$ cat config.mk
export PLATFORM = sky130hd
export DESIGN_NAME = fpu_misc_pipe
export DESIGN_NICKNAME = d
export VERILOG_FILES = /design/src/rtl/fpu_misc_pipe.sv
export SDC_FILE = /design/constraint.sdc
export NUM_CORES = 1
export LEC_CHECK = 0
export ABC_AREA = 1
export CORE_UTILIZATION = 35
export DETAILED_ROUTE_END_ITERATION = 10
export HOLD_SLACK_MARGIN = 0.05
export PLACE_DENSITY_LB_ADDON = 0.08
export SYNTH_ARGS = -nofsm -noshare
export SYNTH_HDL_FRONTEND = slang
export SYNTH_SLANG_ARGS = --single-unit
$ cat constraint.sdc
create_clock -name clk_i -period 3.2 [get_ports clk_i]
set_clock_uncertainty 0.2 [all_clocks]
set_input_delay 0.32 -clock clk_i [delete_from_list [all_inputs] [get_ports clk_i]]
set_output_delay 0.32 -clock clk_i [all_outputs]
set_load 0.05 [all_outputs]
$ cat src/rtl/fpu_misc_pipe.sv
// FPU misc lane: sign-injection, min/max, compare and classify for S (and D when FLEN=64).
// The result is computed combinationally into stage 0 and carried by an elastic STAGES-deep valid/ready pipe.
module fpu_misc_pipe #(
    parameter int FLEN   = 64,
    parameter int STAGES = 2,
    parameter int TAG_W  = 5
) (
    input  logic             clk_i,
    input  logic             arst_i,
    input  logic             flush_i,
    input  logic             in_valid_i,
    output logic             in_ready_o,
    input  logic [3:0]       in_op_i,
    input  logic             in_fmt_i,
    input  logic [FLEN-1:0]  in_rs1_i,
    input  logic [FLEN-1:0]  in_rs2_i,
    input  logic [TAG_W-1:0] in_tag_i,
    output logic             out_valid_o,
    input  logic             out_ready_i,
    output logic [FLEN-1:0]  out_data_o,
    output logic             out_is_int_o,
    output logic [4:0]       out_fflags_o,
    output logic [TAG_W-1:0] out_tag_o
);
    localparam bit HAS_D = (FLEN == 64);

    typedef struct packed {
        logic        sgn;
        logic [62:0] mag;
        logic        inf;
        logic        nan;
        logic        snan;
        logic        zero;
        logic        sub;
    } fdec_t;

    function automatic fdec_t decode(input logic [63:0] x, input logic d);
        fdec_t r;
        logic  ones, zexp, zman, quiet;
        r.sgn  = d ? x[63] : x[31];
        r.mag  = d ? x[62:0] : {32'b0, x[30:0]};
        ones   = d ? &x[62:52] : &x[30:23];
        zexp   = d ? ~|x[62:52] : ~|x[30:23];
        zman   = d ? ~|x[51:0] : ~|x[22:0];
        quiet  = d ? x[51] : x[22];
        r.inf  = ones & zman;
        r.nan  = ones & ~zman;
        r.snan = r.nan & ~quiet;
        r.zero = zexp & zman;
        r.sub  = zexp & ~zman;
        return r;
    endfunction

    logic        is_d;
    logic [63:0] a, b, canon, res;
    fdec_t       da, db;
    logic        lt_mm, lt, eq, fp_res, nv, is_int, new_sgn, norm;
    logic        unused_db;

    assign is_d      = HAS_D ? in_fmt_i : 1'b0;
    assign unused_db = db.inf ^ db.sub;

    always_comb begin
        a = 64'(in_rs1_i);
        b = 64'(in_rs2_i);
        // Improperly boxed single operands read as the canonical NaN
        if (!is_d) begin
            a = (HAS_D && a[63:32] != 32'hFFFF_FFFF) ? 64'h7FC0_0000 : {32'b0, a[31:0]};
            b = (HAS_D && b[63:32] != 32'hFFFF_FFFF) ? 64'h7FC0_0000 : {32'b0, b[31:0]};
        end
        da      = decode(a, is_d);
        db      = decode(b, is_d);
        canon   = is_d ? 64'h7FF8_0000_0000_0000 : 64'h7FC0_0000;
        lt_mm   = (da.sgn != db.sgn) ? da.sgn
                : (da.sgn ? (da.mag > db.mag) : (da.mag < db.mag));
        lt      = lt_mm & ~(da.zero & db.zero);
        eq      = ((da.sgn == db.sgn) && (da.mag == db.mag)) || (da.zero && db.zero);
        norm    = ~(da.inf | da.nan | da.zero | da.sub);
        new_sgn = db.sgn;
        res     = '0;
        fp_res  = 1'b0;
        nv      = 1'b0;
        is_int  = 1'b0;
        case (in_op_i)
            4'd0, 4'd1, 4'd2: begin
                fp_res  = 1'b1;
                new_sgn = (in_op_i == 4'd0) ? db.sgn
                        : (in_op_i == 4'd1) ? ~db.sgn : (da.sgn ^ db.sgn);
                res     = is_d ? {new_sgn, a[62:0]} : {32'b0, new_sgn, a[30:0]};
            end
            4'd3, 4'd4: begin
                fp_res = 1'b1;
                nv     = da.snan | db.snan;
                if (da.nan && db.nan) res = canon;
                else if (da.nan)      res = b;
                else if (db.nan)      res = a;
                else                  res = (lt_mm ^ (in_op_i == 4'd4)) ? a : b;
            end
            4'd5: begin
                is_int = 1'b1;
                nv     = da.snan | db.snan;
                res    = 64'(~da.nan & ~db.nan & eq);
            end
            4'd6: begin
                is_int = 1'b1;
                nv     = da.nan | db.nan;
                res    = 64'(~da.nan & ~db.nan & lt);
            end
            4'd7: begin
                is_int = 1'b1;
                nv     = da.nan | db.nan;
                res    = 64'(~da.nan & ~db.nan & (lt | eq));
            end
            4'd8: begin
                is_int    = 1'b1;
                res[9:0]  = {da.nan & ~da.snan, da.snan,
                             ~da.sgn & da.inf, ~da.sgn & norm, ~da.sgn & da.sub, ~da.sgn & da.zero,
                             da.sgn & da.zero, da.sgn & da.sub, da.sgn & norm, da.sgn & da.inf};
            end
            default: nv = 1'b1;
        endcase
        if (fp_res && !is_d && HAS_D) res[63:32] = 32'hFFFF_FFFF;
    end

    logic [STAGES-1:0] v_q, adv, int_q;
    logic [FLEN-1:0]   data_q [STAGES];
    logic [TAG_W-1:0]  tag_q  [STAGES];
    logic [4:0]        fl_q   [STAGES];
    logic              accept;

    // A stage may load if it or any stage downstream of it is empty, so bubbles collapse
    always_comb begin : adv_chain
        logic acc;
        acc = out_ready_i;
        for (int k = STAGES - 1; k >= 0; k--) begin
            acc    = acc | ~v_q[k];
            adv[k] = acc;
        end
    end

    assign in_ready_o = adv[0] & ~flush_i & arst_i;
    assign accept     = in_valid_i & in_ready_o;

    always_ff @(posedge clk_i or negedge arst_i) begin
        if (!arst_i) begin
            v_q   <= '0;
            int_q <= '0;
            for (int k = 0; k < STAGES; k++) begin
                data_q[k] <= '0;
                tag_q[k]  <= '0;
                fl_q[k]   <= '0;
            end
        end else begin
            if (adv[0]) begin
                v_q[0]    <= accept;
                data_q[0] <= res[FLEN-1:0];
                tag_q[0]  <= in_tag_i;
                fl_q[0]   <= {nv, 4'b0};
                int_q[0]  <= is_int;
            end
            for (int k = 1; k < STAGES; k++) begin
                if (adv[k]) begin
                    v_q[k]    <= v_q[k-1];
                    data_q[k] <= data_q[k-1];
                    tag_q[k]  <= tag_q[k-1];
                    fl_q[k]   <= fl_q[k-1];
                    int_q[k]  <= int_q[k-1];
                end
            end
            if (flush_i) v_q <= '0;
        end
    end

    assign out_valid_o  = v_q[STAGES-1];
    assign out_data_o   = data_q[STAGES-1];
    assign out_tag_o    = tag_q[STAGES-1];
    assign out_fflags_o = fl_q[STAGES-1];
    assign out_is_int_o = int_q[STAGES-1];
endmodule

Word level (Yosys, flattened, before mapping)
Cells that the tools add are included.
W data, S select, Z words.

storage, ports and cells
  bits in registers = 144
  bits of input ports = 143
  output and inout bits = 77
  word-level logic and storage cells = 146

cells by class
  order comparisons = 2
  equality and inequality tests = 13
  multiplexer cells = 35
  bitwise logic cells = 50
  reductions and logical operators = 36

operators by type and width
  kind                    count
  $mux W64                7
  $pmux W54 S5            1
  $and A64 B1 Y64         3
  $mux W63                3
  $not A1 Y64             2
  $reduce_or A52 Y1       2
  $mux W32                3
  $and A64 B64 Y64        1
  $ne A32 B32 Y1 const B  2
  $eq A63 B63 Y1          1
  $gt A63 B63 Y1          1
  $lt A63 B63 Y1          1
  $pmux W10 S6            1
  $reduce_or A23 Y1       2
  $and A1 B1 Y1           22
  $reduce_and A11 Y1      2
  $reduce_or A11 Y1       2
  $mux W1                 18
  $eq A4 B3 Y1 const B    4
  $reduce_and A8 Y1       2
  $reduce_or A8 Y1        2
  $not A1 Y1              12
  $logic_not A1 Y1        9
  $eq A4 B2 Y1 const B    2
  other kinds (16)        31

Longest topological paths before layout
  word-level depth = 14
  gate-level depth with buffers = 35

Worst setup path after synthesis
Ideal clock, no wire load.

  kind = input to register
  start point = input in_fmt_i
  end point = register data_q[103] (netlist name)
  data arrival time = 4091 ps
  data required time = 2861 ps
  path slack = -1229 ps
  stages = 24
  path buffers = 7
  cells stage by stage = buf_2 -> clkbuf_1 -> clkbuf_1 -> clkbuf_1 -> buf_1 -> buf_1 -> nand2_1 -> ha_1 -> nand2_1 -> nor4_1 -> nand2_1 -> nor4_1 -> nand4_1 -> nor4_1 -> nand3_1 -> nand2_1 -> nand2_2 -> nand2_1 -> nand2_4 -> nand3_4 -> buf_1 -> nand3_1 -> nand3_1 -> a22oi_1

on the way
  word-level cells in the longest chain between the ends = 12
  elaborated cells between the ends (all ways) = 42
  classes of those cells = 2 x order compare; 1 x eq/ne; 19 x mux; 5 x bitwise; 15 x reduce/logical

ends and longest elaborated chain
  what                                              RTL line  text
  start: declaration                                14        input logic in_fmt_i,
  $mux W64                                          67        if (!is_d) begin
  $mux W63                                          41        r.mag = d ? x[62:0] : {32'b0, x[30:0]};
  $lt A63 B63 Y1 or $gt A63 B63 Y1 (tied branches)  75        : (da.sgn ? (da.mag > db.mag) : (da.mag < db.mag));
  $mux W1                                           75
  $mux W1                                           74        lt_mm = (da.sgn != db.sgn) ? da.sgn
  $xor A1 B1 Y1                                     97        else res = (lt_mm ^ (in_op_i == 4'd4)) ? a : b;
  $mux W64                                          97
  $mux W64                                          96        else if (db.nan) res = a;
  $mux W64                                          95        else if (da.nan) res = b;
  $mux W64                                          94        if (da.nan && db.nan) res = canon;
  $pmux W54 S5                                      84        case (in_op_i)
  $mux W32 (*)                                      122       if (fp_res && !is_d && HAS_D) res[63:32] = 32'hFFFF_FFFF;
  end signal: indexed assignment                    164       data_q[k] <= data_q[k-1];
  end: declaration                                  126       logic [FLEN-1:0] data_q [STAGES];

Mark *: on every way between the ends. The rest lies on a longest branch, timed or not.
A chain may end at the register's enable or synchronous reset.

Worst setup path in the final report
  start point = input in_rs2_i[48]
  end point = register data_q[124] (netlist name)

on the way
  word-level cells in the longest chain between the ends = 14
  elaborated cells between the ends (all ways) = 27
  classes of those cells = 2 x order compare; 2 x eq/ne; 14 x mux; 3 x bitwise; 6 x reduce/logical

ends and longest elaborated chain
  what                                              RTL line  text
  start: declaration                                16        input logic [FLEN-1:0] in_rs2_i,
  $ne A32 B32 Y1                                    69        b = (HAS_D && b[63:32] != 32'hFFFF_FFFF) ? 64'h7FC0_0000 : {32'b0, b[31:0]};
  $mux W32                                          69
  $mux W64 (*)                                      67
  $mux W63                                          41
  $lt A63 B63 Y1 or $gt A63 B63 Y1 (tied branches)  75
  $mux W1                                           75
  $mux W1                                           74
  $xor A1 B1 Y1                                     97
  $mux W64                                          97
  $mux W64                                          96
  $mux W64                                          95
  $mux W64 (*)                                      94
  $pmux W54 S5 (*)                                  84
  $mux W32 (*)                                      122

Marks and branches as above.

==> results.sh <==
export IMPL_io_buffer_count=215
export IMPL_dieArea_um2=32640
export IMPL_grt_pass1_wl_um=76110
export IMPL_startpoint_type="input port"
export IMPL_worst_pin_slew_ps=889.1
export IMPL_gr_max_usage_layer="met1"
export IMPL_rrSetupSlack_ps=1130
export IMPL_path_clk_slew_ps=70
export IMPL_cp_top_family="simple AND/OR/NAND/NOR gates"
export IMPL_antenna_found_initial=0
export IMPL_drt_first_pass_iters=5
export IMPL_grt_met3_usage=0.05335
export IMPL_hold_viol_final=0
export IMPL_nets=2408
export IMPL_syn_inst=1709
export IMPL_timing_final_crit_period_ps=4008
export IMPL_use_met2=0.4448
export IMPL_coreArea_um2=31470
export IMPL_fin_ws_ps=-808.5
export IMPL_status="finished with violations"
export IMPL_gr_total_overflow=0
export IMPL_slew_viol_final=0
export IMPL_synth_distinct_cells=48
export IMPL_required_ps=3380
export IMPL_drc_errors=0
export IMPL_crit_arrival_ps=4190
export IMPL_syn2layout_area_growth_pct=60.41
export IMPL_synthArstFlopShare=1.000
export IMPL_synth_flop_cell="dfrtp_1"
export IMPL_powerDensity_nw_per_um2=378.8
export IMPL_critPathKind="in -> reg"
export IMPL_cp_max_fo=6
export IMPL_setup_viol=64
export IMPL_synth_area_um2=11170
export IMPL_num_antenna_cells=0
export IMPL_rsz0062_at_grt="true"
export IMPL_maxCapViolCount=0
export IMPL_cts_buffers=17
export IMPL_ys_seq_elements=144
export IMPL_path_buf_inv=7
export IMPL_power_w=0.006790
export IMPL_r2r_end="data_q[98]$_DFFE_PN0P_"
export IMPL_fp_dieH_um=180.7
export IMPL_vias_per_cell=5.050
export IMPL_finalSetupTns_ps=-47620
export IMPL_wl_per_cell_um=19.05
export IMPL_grt_pass1_vias=13020
export IMPL_grt_max_degree=89
export IMPL_drt_initial_drc_count=1173
export IMPL_fin_hold_ws_ps=151.1
export IMPL_cts_tree="done"
export IMPL_finalCritPeriodShare=1.253
export IMPL_cts_buffer_depth=2
export IMPL_cp_end_kind="register"
export IMPL_grt_total_usage=0.3063
export IMPL_synth_edf_count=0
export IMPL_critPathSlowestCell="nor4_4"
export IMPL_htreeDepth=4
export IMPL_yosysSeqAreaShare=0.3225
export IMPL_crit_top_cell="nand2_2"
export IMPL_rows=65
export IMPL_p_leak_nw=9.568
export IMPL_worstRegToRegCells=8
export IMPL_ioPinCount=220
export IMPL_dp_hpwl_um=38030
export IMPL_start_util=0.3550
export IMPL_gp_congestion=0.9509
export IMPL_violations="setup timing"
export IMPL_met1_usage=0.4700
export IMPL_vias=13250
export IMPL_avgSynthCellArea_um2=6.538
export IMPL_timing_fmax_mhz=249.5
export IMPL_clkSinkCount=144
export IMPL_hold_path_class="in -> async"
export IMPL_root_buffer="clkbuf_16"
export IMPL_insertion_delay_ps=450
export IMPL_drive_above_1_share=0.3381
export IMPL_worst_slew_margin_rel=0.4072
export IMPL_vdd_drop_max_uv=358.5
export IMPL_die_x_um=180.7
export IMPL_ant_nets=0
export IMPL_wl_um=49980
export IMPL_critical_path_max_stage_delay_ps=340
export IMPL_yosysWarnings=0
export IMPL_r2r_start="v_q[1]$_DFFE_PN0P_"
## power by group
group	switching, W	internal (W)	leakage (nW)
registers	0.0000833	0.00198	1.89
clock network	0.000901	0.00118	0.282
logic	0.00151	0.00114	7.40
## synth_stat cells (all sizes together) (2+ instances only)
master  count  area, um2
a21oi     134      674.4
a31oi       6      37.54
o221ai      3      26.28
nand2     596       2265
ha         57      713.2
buf       107      740.7
nand3     116      598.1
a211oi      3      22.52
nor4b       2      17.52
a21boi      3      22.52
nor2      131      494.2
o21ai      55      279.0
clkinv      3      11.26
nor3       21      105.1
xor2        2      17.52
clkbuf     48      180.2
nand3b      2      15.01
o31ai       3      22.52
dfrtp     144       3603
o32ai       2      17.52
nand4      37      231.5
o22ai       5      31.28
a22oi      21      157.7
a21o        2      15.01
o21a        6      45.04
inv       172      645.6
nor4       19      125.1
or2         4      25.02
## timing repair
action | in CTS | in global routing
pin swaps | 95 | 91
resized for setup | 338 | 209
setup buffers | 57 | 20
setup endpoints to repair | 65 | 65
hold buffers | 1 | 0
cloned | 3 | 3
hold endpoints to repair | 54 | 0
## registers in the layout, indices dropped and copies added (netlist names)
signal        count
v_q               2
out_fflags_o      1
out_tag_o         5
tag_q             5
out_data_o       64
int_q             2
fl_q              1
data_q           64
## worst max-delay path by stage
stage	start	to	slack, ps	depth (start not counted)
2_1_floorplan	in_fmt_i	data_q[104]$_DFFE_PN0P_	-540	27
3_3_place_gp	in_rs2_i[62]	data_q[85]$_DFFE_PN0P_	-2470	27
3_5_place_dp	in_rs2_i[63]	data_q[127]$_DFFE_PN0P_	-2550	28
4_1_cts	in_rs2_i[63]	data_q[114]$_DFFE_PN0P_	-800	29
5_1_grt	in_rs2_i[48]	data_q[99]$_DFFE_PN0P_	-960	30
6_report	in_rs2_i[48]	data_q[124]$_DFFE_PN0P_	-810	30
## routing by layer
metal | part of all wire | routed length, um
met3 | 0.074 | 3699
met5 | 0 | 0
met2 | 0.42 | 20930
met4 | 0.010 | 522
met1 | 0.50 | 24830
## layout make-up
type                       count  area (um2)
multi-input combinational   1238        7027
sequential                   144        3603
clock buffer                  18       439.2
fill                        3081       13550
tap                          402       503.0
clock inverter                14       155.1
inverter                     175       675.6
timing repair buffer         632        5520
## placed cells by master, fill, tap and decap left out, types with 4 or more instances in the layout
cell type,instances
clkbuf_16,20
nor2_2,18
conb_1,4
a21oi_2,27
inv_6,4
a22oi_1,21
ha_4,8
buf_6,38
dfrtp_1,144
nor2_1,101
inv_1,157
nand4_1,37
clkbuf_2,29
o22ai_1,5
nor3_1,15
buf_12,19
nand2_4,27
inv_2,11
buf_4,373
ha_1,49
clkinvlp_4,5
nand2_2,67
nand2_1,501
clkdlybuf4s50_1,148
o21ai_0,45
o21a_1,6
nor4_1,12
o21ai_1,6
nor2_4,12
nand3_2,36
buf_2,14
o21ai_2,4
a21oi_1,107
nor4_2,4
buf_8,5
nand3_1,78
a31oi_1,6
## through the flow
step,instance area (um2),util,worst slack [ps],std cells
2_1_floorplan,11320,-,-540.2,1712
3_3_place_gp,15750,0.5004,-2470,2520
3_5_place_dp,15750,0.5004,-2547,2520
4_1_cts,17370,0.5519,-804.9,2610
5_1_grt,17920,0.5695,-955.2,2623
6_report,17920,0.5695,-808.5,2623
## logic make-up after synthesis
kind of cell             share of synthesized area
AND/OR/NAND/NOR                             0.3480
buffers and inverters                       0.1412
flip-flops                                  0.3225
other                                    0.0003356
adder cells (fa/ha/maj)                    0.06383
AO/OA/AOI/OAI                               0.1225
XOR/XNOR                                  0.001568
## worst register-to-register path, cell delays in order, from the launching register on
cell	delay, ps
dfrtp_1	380
inv_1	90
nor2_4	40
inv_1	100
nor2_4	60
inv_2	460
buf_4	420
nor2_1	130
a21oi_1	130
No activity file was read; power rests on OpenSTA's default activity.
